### src/rtl/conv_output_writer_if.sv
// Output-memory write port of conv_output_writer.
// master drives mem_wr/mem_addr/mem_data, slave returns mem_ready.
interface conv_output_writer_if #(
    parameter int DATA_W = 16,
    parameter int ADDR_W = 10
);
    logic              mem_wr;
    logic [ADDR_W-1:0] mem_addr;
    logic [DATA_W-1:0] mem_data;
    logic              mem_ready;

    modport master (
        output mem_wr,
        output mem_addr,
        output mem_data,
        input  mem_ready
    );

    modport slave (
        input  mem_wr,
        input  mem_addr,
        input  mem_data,
        output mem_ready
    );
endinterface

### src/rtl/conv_output_writer.sv
// Buffers convolution output words in a circular FIFO and drains them to
// output memory at sequential addresses from BASE_ADDR.
// Ports: clk, rst (sync, active high); start/wr/wdata/done_in from the
// controller; full/empty/count occupancy; busy, flush_done, overflow
// status; mem = memory write port (mem_wr/addr/data out, mem_ready in).
module conv_output_writer #(
    parameter int DATA_W    = 16,
    parameter int DEPTH     = 8,
    parameter int ADDR_W    = 10,
    parameter int BASE_ADDR = 0
) (
    input  logic                   clk,
    input  logic                   rst,
    input  logic                   start,
    input  logic                   wr,
    input  logic [DATA_W-1:0]      wdata,
    input  logic                   done_in,
    output logic                   full,
    output logic                   empty,
    output logic [$clog2(DEPTH):0] count,
    output logic                   busy,
    output logic                   flush_done,
    output logic                   overflow,
    conv_output_writer_if.master   mem
);
    localparam int PW = $clog2(DEPTH);
    localparam int CW = PW + 1;

    typedef enum logic [1:0] {
        S_IDLE,
        S_RUN,
        S_DRAIN,
        S_DONE
    } state_t;

    state_t r_state;
    state_t w_state_nxt;

    logic [DATA_W-1:0] r_mem [DEPTH];
    logic [PW-1:0]     r_wptr;
    logic [PW-1:0]     r_rptr;
    logic [CW-1:0]     r_count;
    logic [ADDR_W-1:0] r_addr;
    logic              r_overflow;

    logic w_full;
    logic w_empty;
    logic w_start;
    logic w_push;
    logic w_pop;
    logic w_mem_wr;
    logic w_drop;

    assign w_full   = (r_count == CW'(DEPTH));
    assign w_empty  = (r_count == '0);
    assign w_start  = (r_state == S_IDLE) && start;
    assign w_push   = (r_state == S_RUN) && wr && !w_full;
    // A write at full is dropped even if a pop frees a slot this cycle.
    assign w_drop   = (r_state == S_RUN) && wr && w_full;
    assign w_mem_wr = ((r_state == S_RUN) || (r_state == S_DRAIN)) && !w_empty;
    assign w_pop    = w_mem_wr && mem.mem_ready;

    always_comb begin
        w_state_nxt = r_state;
        unique case (r_state)
            S_IDLE:  if (start)   w_state_nxt = S_RUN;
            S_RUN:   if (done_in) w_state_nxt = S_DRAIN;
            // count==0 implies mem_wr is low, so nothing is in flight.
            S_DRAIN: if (w_empty) w_state_nxt = S_DONE;
            S_DONE:  w_state_nxt = S_IDLE;
            default: w_state_nxt = S_IDLE;
        endcase
    end

    always_ff @(posedge clk) begin
        if (rst) begin
            r_state <= S_IDLE;
        end else begin
            r_state <= w_state_nxt;
        end
    end

    always_ff @(posedge clk) begin
        if (rst || w_start) begin
            r_wptr     <= '0;
            r_rptr     <= '0;
            r_count    <= '0;
            r_addr     <= ADDR_W'(BASE_ADDR);
            r_overflow <= 1'b0;
        end else begin
            if (w_push) begin
                r_wptr <= r_wptr + 1'b1;
            end
            if (w_pop) begin
                r_rptr <= r_rptr + 1'b1;
                r_addr <= r_addr + 1'b1;
            end
            unique case ({w_push, w_pop})
                2'b10:   r_count <= r_count + 1'b1;
                2'b01:   r_count <= r_count - 1'b1;
                default: r_count <= r_count;
            endcase
            if (w_drop) begin
                r_overflow <= 1'b1;
            end
        end
    end

    // Storage has no reset; contents are only read when count > 0.
    always_ff @(posedge clk) begin
        if (w_push) begin
            r_mem[r_wptr] <= wdata;
        end
    end

    assign full         = w_full;
    assign empty        = w_empty;
    assign count        = r_count;
    assign busy         = (r_state == S_RUN) || (r_state == S_DRAIN);
    assign flush_done   = (r_state == S_DONE);
    assign overflow     = r_overflow;
    assign mem.mem_wr   = w_mem_wr;
    assign mem.mem_addr = r_addr;
    assign mem.mem_data = r_mem[r_rptr];
endmodule

### src/flat_wrapper.sv
// flat-port wrapper written by rule: the top's interface ports become plain ports
module conv_output_writer_flat 
#(
    parameter int DATA_W    = 16,
    parameter int DEPTH     = 8,
    parameter int ADDR_W    = 10,
    parameter int BASE_ADDR = 0
)
  (clk, rst, start, wr, wdata, done_in, full, empty, count, busy, flush_done, overflow, mem_mem_wr, mem_mem_addr, mem_mem_data, mem_mem_ready);
  conv_output_writer_if #(.DATA_W(DATA_W), .ADDR_W(ADDR_W)) mem_i ();
  input  logic clk;
  input  logic rst;
  input  logic start;
  input  logic wr;
  input  logic [DATA_W-1:0] wdata;
  input  logic done_in;
  output logic full;
  output logic empty;
  output logic [$clog2(DEPTH):0] count;
  output logic busy;
  output logic flush_done;
  output logic overflow;
  output wire logic [$bits(mem_i.mem_wr)-1:0] mem_mem_wr;
  output wire logic [$bits(mem_i.mem_addr)-1:0] mem_mem_addr;
  output wire logic [$bits(mem_i.mem_data)-1:0] mem_mem_data;
  input wire logic [$bits(mem_i.mem_ready)-1:0] mem_mem_ready;
  assign mem_mem_wr = mem_i.mem_wr;
  assign mem_mem_addr = mem_i.mem_addr;
  assign mem_mem_data = mem_i.mem_data;
  assign mem_i.mem_ready = mem_mem_ready;
  conv_output_writer #(.DATA_W(DATA_W), .DEPTH(DEPTH), .ADDR_W(ADDR_W), .BASE_ADDR(BASE_ADDR)) u_core (.clk(clk), .rst(rst), .start(start), .wr(wr), .wdata(wdata), .done_in(done_in), .full(full), .empty(empty), .count(count), .busy(busy), .flush_done(flush_done), .overflow(overflow), .mem(mem_i));
endmodule
### config.mk
export PLATFORM = sky130hd
export DESIGN_NAME = conv_output_writer_flat
export DESIGN_NICKNAME = d
export VERILOG_FILES = /design/src/rtl/conv_output_writer_if.sv /design/src/rtl/conv_output_writer.sv /design/src/flat_wrapper.sv
export SDC_FILE = /design/constraint.sdc
export NUM_CORES = 1
export LEC_CHECK = 0
export CELL_PAD_IN_SITES_DETAIL_PLACEMENT = 1
export CELL_PAD_IN_SITES_GLOBAL_PLACEMENT = 1
export CORE_ASPECT_RATIO = 0.7
export CORE_MARGIN = 3
export CORE_UTILIZATION = 49
export CTS_CLUSTER_SIZE = 10
export DETAILED_ROUTE_END_ITERATION = 10
export PLACE_DENSITY_LB_ADDON = 0.12
export SETUP_SLACK_MARGIN = 0.05
export SLEW_MARGIN = 25
export SYNTH_ARGS = -nofsm -noshare
export SYNTH_HDL_FRONTEND = slang
export SYNTH_SLANG_ARGS = --single-unit
### constraint.sdc
create_clock -name clk -period 3.6 [get_ports clk]
set_clock_uncertainty 0.05 [all_clocks]
set_input_delay 0.54 -clock clk [delete_from_list [all_inputs] [get_ports clk]]
set_output_delay 0.54 -clock clk [all_outputs]
set_load 0.1 [all_outputs]
==> results.cfg, run 1 <==
[die]
io-pin-count = 58
die_area_mm2 = 0.0138
start_util = 0.510
dieHeight_um = 99.2
core-area_mm2 = 0.0119
die_x_um = 139
rows = 33

[worst_setup_path]
worstSetupPathType = reg -> out
critPathLaunchType = register
cp.required_ns = 3.01
arrival_ns = 2.48
endpoint_kind = primary output
worst-path-max-fanout = 20

[clock_tree]
cts.clk_slew.worst_paths_ns = 0.06
cts.root.buffer_cell = clkbuf_16
hold_buffers = 0
cts_resized = 0
clk_latency_ns = 0.41
h-tree-depth = 4
cts_tree = yes
cts_setup_buffers = 0
cts.sinks = 154
clockBufferDepth = 2
cts_made_buffers = 17

[power]
intPower_uw = 3340
power.share.combinational = 0.184
powerDensity_mw_per_mm2 = 635
p_sw_uw = 1410
p_clk_frac = 0.388
pwr-share-seq = 0.428
p_sw_frac = 0.297
leakagePower_uw = 0.00250
vdd_drop_max_mv = 0.537

[logic_synthesis]
yosysTopAreaCellShare = 0.632
ys_seq_elements = 154
ys_warn_count = 0
ys_seq_area_frac = 0.717
yosys.area.top_type = edfxtp_1
syn_area_mm2 = 0.00609
synth_cell_type_count = 37
syn_avg_cell_area_um2 = 18.1
syn-num-nets = 369
syn-instance-count = 336
netlist_top_cells_area = edfxtp_1, mux4_2, dfxtp_1

[route]
first_pass_iters = 4
routed_wl_um = 12800
drc = 0
vias_per_cell = 5.63
wire_per_inst_um = 22.1
num_vias = 3257
ant_nets = 0
drt_iter0_markers = 168

[placement]
routabilityCongestion = 0.695
io_buffers = 57
place_hpwl_um = 7730

[sta]
slew_headroom = 0.348
finalCritPeriodShare = 0.854
rsz0062_at_grt = false
hold_viol_final = 0
finalCriticalPeriod_ns = 3.07
maxSlewViolCount = 0
setup_violations = 0
fmax_mhz = 325
tightestPinTransition_ns = 0.975
fin_setup_tns_ns = 0
fin_hold_ws_ns = 0.437

[final_layout]
drive_gt1_frac = 0.285
multi_input_area_mm2 = 0.00165
syn_to_final_growth_pct = 22.8
fin_util = 0.626
final_nets = 441
register_area_mm2 = 0.00437
fillCellCount = 1047
antenna_cells = 0

[grt]
grt_pass1_vias = 3439
grt_util_all_layers = 0.196
grt_antenna_before_repair = 0
grt-ovfl-total = 0
grt_max_degree = 33
grt_first_pass_wirelength_um = 20100

[run_status]
run_status = completed

[hold_path]
hold_class = reg -> reg

[job]
cap_viol_max_count = 0
==> per-stage QoR <==
| stage | instances | worst slack (ns) | instance area (µm²) | total power, µW |
|---|---|---|---|---|
| floorplan | 336 | 0.0692 | 6110 | 2730 |
| global placement | 546 | 0.778 | 6860 | 2930 |
| finish | 578 | 0.526 | 7470 | 4750 |
| CTS | 578 | 0.454 | 7470 | 4800 |
| detailed placement | 546 | 0.653 | 6860 | 2950 |
| global route | 578 | 0.375 | 7470 | 4930 |
==> critical path, cell delays in order, from the launching register on <==
cell     delay [ns]
dfxtp_2        0.65
buf_12         0.28
mux4_2         0.56
mux2_2         0.32
buf_4          0.24
==> logic make-up (layout without fill, tap and decap cells) <==
kind of cell	count (synthesis)	after routing	synth area share
muxes	50	50	0.151
DFF	154	154	0.717
AOI/OAI and AO/OA	19	19	0.0195
adders and majority gates	11	11	0.0226
and+or+nand+nor	66	66	0.0539
xor gates and xnor gates	14	14	0.0201
buffers and inverters	22	107	0.0154
==> layout make-up <==
cell class,instances,share of cell area
sequential,154,0.585
timing repair buffer,68,0.0824
multi-input combinational,160,0.221
tap,157,0.0263
inverter,7,0.00352
clock buffer,17,0.0569
clock inverter,15,0.0248
==> synthesized netlist by cell type (all sizes together) <==
master,instances
o21ai,4
dfxtp,26
or3,3
a21oi,8
a211oi,1
a21o,1
a22oi,1
edfxtp,128
mux2,16
nand2,10
mux2i,2
a31oi,1
nor4b,2
clkbuf,10
and4,1
nor3,2
xnor2,1
xor2,13
o41a,1
and3,2
nand2b,2
a211o,1
inv,7
buf,5
and2,1
ha,11
nor3b,1
mux4,32
a222oi,1
nor2b,1
nand4,5
or4,1
nor4bb,1
nand3,8
nor2,26
==> sequential cells by signal, summed over array words and instances, names as in the netlist, named ones only <==
name / cells
u_core.overflow: 1
u_core.r_rptr: 3
u_core.r_mem: 128
u_core.mem.mem_addr: 10
u_core.r_wptr: 3
u_core.r_state: 2
u_core.count: 4
==> final timing paths <==
check                         start               to  slack (ns)  depth (start not counted)
setup / recovery           register  mem_mem_data[3]        0.53                          4
hold / removal      u_core.overflow  u_core.overflow        0.44                          2
setup reg to reg  u_core.r_state[0]  u_core.count[2]        0.67                         13
hold reg to reg     u_core.overflow  u_core.overflow        0.44                          2
==> cells in the final DEF, fill, tap and decap left out, drive strengths merged, types with 2 or more instances in the layout <==
cell type | netlist | layout
nor4b | 2 | 2
mux4 | 32 | 32
edfxtp | 128 | 128
clkbuf | 10 | 17
clkinv | 0 | 4
ha | 11 | 11
o21ai | 4 | 4
or3 | 3 | 3
nand4 | 5 | 5
mux2 | 16 | 16
bufinv | 0 | 3
nand3 | 8 | 8
a21oi | 8 | 8
nand2b | 2 | 2
dfxtp | 26 | 26
mux2i | 2 | 2
buf | 5 | 31
nor3 | 2 | 2
xor2 | 13 | 13
inv | 7 | 14
clkdlybuf4s50 | 0 | 37
nand2 | 10 | 10
and3 | 2 | 2
nor2 | 26 | 26
==> power groups by stage <==
stage | Combinational, µW | Sequential, µW | Clock [µW]
2_1_floorplan | 647 | 2090 | 0
3_3_place_gp | 863 | 2070 | 0
3_5_place_dp | 876 | 2070 | 0
4_1_cts | 882 | 2030 | 1880
5_1_grt | 919 | 2040 | 1970
6_report | 873 | 2030 | 1840
==> layer usage <==
layer	vias up	global-route usage	routed length, µm
li1	1473	-	-
met1	1716	0.269	5980
met2	59	0.313	6290
met3	9	0.0557	424
met4	0	0.0541	92
met5	-	0	0
Power figures use the tool's default switching activity.
==> run 2, diff against run 1 <==
- CORE_MARGIN: 3 -> unset
==> run 2 against run 1 <==
  * Register-to-register slack worse by 0.04 ns
  * Routed wire length about the same
  * Setup slack improved by 0.087 ns
  * Die area shrank 6.8%
  * Clock power is 8% lower
  * Sequential power hardly changed
  * Worst hold slack worse by 0.012 ns
  * Via count down 1.4%
  * Clock-buffer cell count stayed put
  * Flip-flop and latch count unchanged
==> results.cfg, run 2 (synthesis gave the netlist of run 1 again) <==
[run_status]
run_status = completed

[job]
cap_viol_max_count = 0

[clock_tree]
cts.root.buffer_cell = clkbuf_16
cts_setup_buffers = 0
cts_tree = yes
clk_latency_ns = 0.41
clockBufferDepth = 2
h-tree-depth = 4
cts_resized = 0
cts_made_buffers = 17
cts.sinks = 154
hold_buffers = 0
cts.clk_slew.worst_paths_ns = 0.06

[worst_setup_path]
endpoint_kind = primary output
arrival_ns = 2.40
r2r-end = u_core.count[2]
cp.required_ns = 3.01
crit_top_cell = buf_4
critPathSlowestCell = mux4_2
critPathMaxStageDelay_ns = 0.59
rrSetupSlack_ns = 0.63
worst-path-max-fanout = 32
timing.rr.start = u_core.r_state[0]
worstSetupPathType = reg -> out
r2r_cells = 13
critPathLaunchType = register
path_cells = buf_4 > mux4_2 > mux2_2 > buf_4

[placement]
routabilityCongestion = 0.735
place_ws_ns = 0.632
io_buffers = 57
placed_cells = 546
place_hpwl_um = 7940

[route]
ant_nets = 0
vias_per_cell = 5.56
first_pass_iters = 4
drc = 0
drt_iter0_markers = 157
routed_wl_um = 12800
num_vias = 3213
wire_per_inst_um = 22.1

[sta]
hold_viol_final = 0
fin_hold_ws_ns = 0.426
tightestPinTransition_ns = 0.974
slew_headroom = 0.348
maxSlewViolCount = 0
setup_ws_ns = 0.613
fin_setup_tns_ns = 0
finalCritPeriodShare = 0.830
finalCriticalPeriod_ns = 2.99
rsz0062_at_grt = false
setup_violations = 0
fmax_mhz = 335

[final_layout]
final_common_cell = edfxtp_1
largest_register_ffs = 128
regMostFlops = u_core.r_mem
layoutNonFillerInstCount = 578
antenna_cells = 0
final_nets = 441
drive_gt1_frac = 0.283
syn_to_final_growth_pct = 21.8
final_cell_mix = edfxtp_1, clkdlybuf4s50_1, mux4_2

[grt]
grt-ovfl-total = 0
grt_max_degree = 33
grt_pass1_vias = 3354
grt_first_pass_wirelength_um = 19400
grt_antenna_before_repair = 0
grt_util_all_layers = 0.217

[die]
start_util = 0.512
rows = 33
die_x_um = 135
die_area_mm2 = 0.0129
dieHeight_um = 95.2
io-pin-count = 58
core-area_mm2 = 0.0119

[power]
vdd_drop_max_mv = 0.653
powerDensity_mw_per_mm2 = 622
leakagePower_uw = 0.00247

[hold_path]
min_to = u_core.overflow
hold_start = u_core.overflow
hold_class = reg -> reg
hold-path-cell-count = 2
## run 2: through the flow
stage                     total power (µW)   util  cell area [µm²]
final                                 4610  0.623             7410
after global routing                  4750  0.623             7410
after CTS                             4650  0.623             7410
after detailed placement              2950  0.576             6850
after global placement                2920  0.576             6850
after floorplan                       2730      -             6110
## run 2: metal layers
layer / vias to the layer above / global-route usage / wire, µm
met1: 1645 / 0.292 / 5700
met5: - / 0 / 0
met2: 77 / 0.347 / 6330
li1: 1476 / - / -
met3: 15 / 0.0420 / 577
met4: 0 / 0.0993 / 188
## run 2: worst max-delay path by stage
stage | startpoint | end | cells past startpoint
after floorplan | u_core.count[3] | u_core.count[2] | 10
after global placement | mem_mem_ready | u_core.count[2] | 10
after detailed placement | mem_mem_ready | u_core.count[2] | 10
after CTS | register | mem_mem_data[1] | 4
after global routing | u_core.r_state[0] | u_core.count[2] | 13
final | register | mem_mem_data[1] | 4
## run 2: cell type report
type / instances / area, µm²
clock buffers: 17 / 425
clock inverters: 15 / 139
fillers: 1077 / 4480
inverters: 7 / 26.3
multi-input cells: 160 / 1650
flip-flops and latches: 154 / 4370
well taps: 157 / 196
repair buffers: 68 / 603
## run 2: report_power, final
part           total (µW)  switching [µW]  internal [µW]  leakage (µW)
registers            2030            33.4           1990       0.00137
clock network        1700             734            964      0.000277
logic                 883             645            238      0.000830
## run 2: critical path, delay by kind of cell (launching register included)
| kind | cells | cell delay (ns) |
|---|---|---|
| muxes | 2 | 0.89 |
| buffers and inverters | 2 | 0.77 |
| DFF | 1 | 0.31 |
==> run 3, diff against run 2 <==
- clock period: 3.6 -> 2.83 ns (I/O delays scaled with it)
==> run 3 against run 2 <==
  * Routed wire length grew 0.79%
  * Via count grew 1.9%
  * Largest power group unchanged
  * Worst hold slack lost 0.0030 ns
  * Clock-buffer cell count grew 4
  * Largest cell class unchanged
  * Sequential share of layout area shrank 1.8 points
  * Sequential power grew 27%
  * Cell area grew 3.5%
  * Register-to-register slack lost 0.32 ns
  * Critical path depth is the same
  * Critical path type unchanged
  * Power grew 30%
==> results.cfg, run 3 (synthesis gave the netlist of run 1 again) <==
[run_status]
run_status = completed

[route]
first_pass_iters = 4
ant_nets = 0
num_vias = 3274
routed_wl_um = 12900
drt_iter0_markers = 185
vias_per_cell = 5.63
drc = 0
wire_per_inst_um = 22.1

[hold_path]
hold_class = reg -> reg

[worst_setup_path]
endpoint_kind = primary output
timing.rr.start = u_core.r_state[1]
path_cells = buf_12 > mux4_2 > mux2_2 > buf_12
crit_family = multiplexers
worst-path-buf-inv = 2
cp.required_ns = 2.36
critPathLaunchType = register
worst-path-max-fanout = 14
cp_num_cells = 4
crit_top_cell = buf_12
rrSetupSlack_ns = 0.31
worstSetupPathType = reg -> out
arrival_ns = 2.15
r2r_cells = 12
critPathMaxStageDelay_ns = 0.53
critPathSlowestCell = mux4_2
r2r-end = u_core.count[2]
crit_end = mem_mem_data[15]

[final_layout]
register_area_mm2 = 0.00438
drive_gt1_frac = 0.325
layoutNonFillerInstCount = 582
final_cell_area_mm2 = 0.00767
syn_to_final_growth_pct = 26.1
fillCellCount = 1023
regMostFlops = u_core.r_mem
final_common_cell = edfxtp_1
final_cell_mix = edfxtp_1, mux4_2, buf_4
final_nets = 446
multi_input_area_mm2 = 0.00167
antenna_cells = 0
largest_register_ffs = 128

[clock_tree]
cts.clk_slew.worst_paths_ns = 0.06
clk_latency_ns = 0.42
hold_buffers = 0
cts.root.buffer_cell = clkbuf_16
clockBufferDepth = 2
cts.sinks = 154
cts_tree = yes
h-tree-depth = 4
cts_made_buffers = 17

[sta]
setup_violations = 0
fin_hold_ws_ns = 0.423
finalCritPeriodShare = 0.926
fmax_mhz = 381
tightestPinTransition_ns = 0.787
maxSlewViolCount = 0
rsz0062_at_grt = false
hold_viol_final = 0
setup_ws_ns = 0.209
slew_headroom = 0.476
finalCriticalPeriod_ns = 2.62

[grt]
grt_util_all_layers = 0.220
grt-ovfl-total = 0
grt_first_pass_wirelength_um = 20000
grt_antenna_before_repair = 0
grt_max_degree = 23
grt_pass1_vias = 3474

[die]
die_x_um = 135
dieHeight_um = 95.2
die_area_mm2 = 0.0129
io-pin-count = 58
rows = 33
core-area_mm2 = 0.0119
start_util = 0.512

[placement]
place_hpwl_um = 7770
place_ws_ns = 0.196
placed_cells = 551
routabilityCongestion = 0.739
placed_area_mm2 = 0.00713
io_buffers = 57

[power]
vdd_drop_max_mv = 0.493
powerDensity_mw_per_mm2 = 778
leakagePower_uw = 0.00260

[job]
cap_viol_max_count = 0
## run 3: cell count changes in the layout (fill, tap and decap cells not counted), sizes merged
cell           change
buf               +21
clkdlybuf4s50     -16
inv                -7
clkbuf             +4
bufinv             +1
clkinvlp           +1
## run 3: timing repair
action                                  CTS  global route
resized for setup                         1             0
endpoints found under the setup margin    2             0
setup buffers                             0             0
endpoints found under the hold margin     0             0
## run 3: final cells by class
type,count,area share
clock buffers,21,0.0574
clock inverters,10,0.0134
flip-flops and latches,154,0.571
inverters,7,0.00342
well taps,157,0.0256
repair buffers,73,0.111
multi-input cells,160,0.218
## run 3: worst register-to-register path, cell delays in order, from the launching register on
cell     delay, ns
dfxtp_1       0.39
inv_1         0.10
ha_1          0.34
o41a_1        0.15
nand2_1       0.11
inv_1         0.09
ha_4          0.19
xor2_1        0.16
ha_1          0.17
a21oi_1       0.14
xor2_1        0.10
or3_1         0.31
a21oi_1       0.14
## run 3: metrics by stage
step           power [µW]  setup TNS, ns  utilization
2_1_floorplan        3490         -0.666            -
3_3_place_gp         3870              0        0.599
3_5_place_dp         3900              0        0.599
4_1_cts              6010              0        0.645
5_1_grt              6150              0        0.645
6_report             5970              0        0.645
## run 3: power breakdown
| part | switching, µW | internal, µW | total, µW |
|---|---|---|---|
| logic | 841 | 420 | 1260 |
| clock network | 844 | 1280 | 2120 |
| registers | 49.2 | 2530 | 2580 |
| total | 1730 | 4230 | 5970 |
## run 3: worst min-delay path by stage
stage,start,to,slack (ns),depth (start not counted)
5_1_grt,u_core.r_rptr[1],u_core.r_rptr[1],0.45,2
6_report,u_core.overflow,u_core.overflow,0.42,2
3_5_place_dp,u_core.overflow,u_core.overflow,0.42,2
2_1_floorplan,u_core.r_rptr[1],register,0.40,2
3_3_place_gp,u_core.overflow,u_core.overflow,0.40,2
4_1_cts,u_core.overflow,u_core.overflow,0.43,2
## run 3: routing by layer
metal / routed length [µm] / vias up / global-route usage
met1: 5720 / 1687 / 0.294
met4: 218 / 0 / 0.0815
li1: - / 1475 / -
met5: 0 / - / 0
met3: 655 / 22 / 0.0521
met2: 6300 / 90 / 0.356
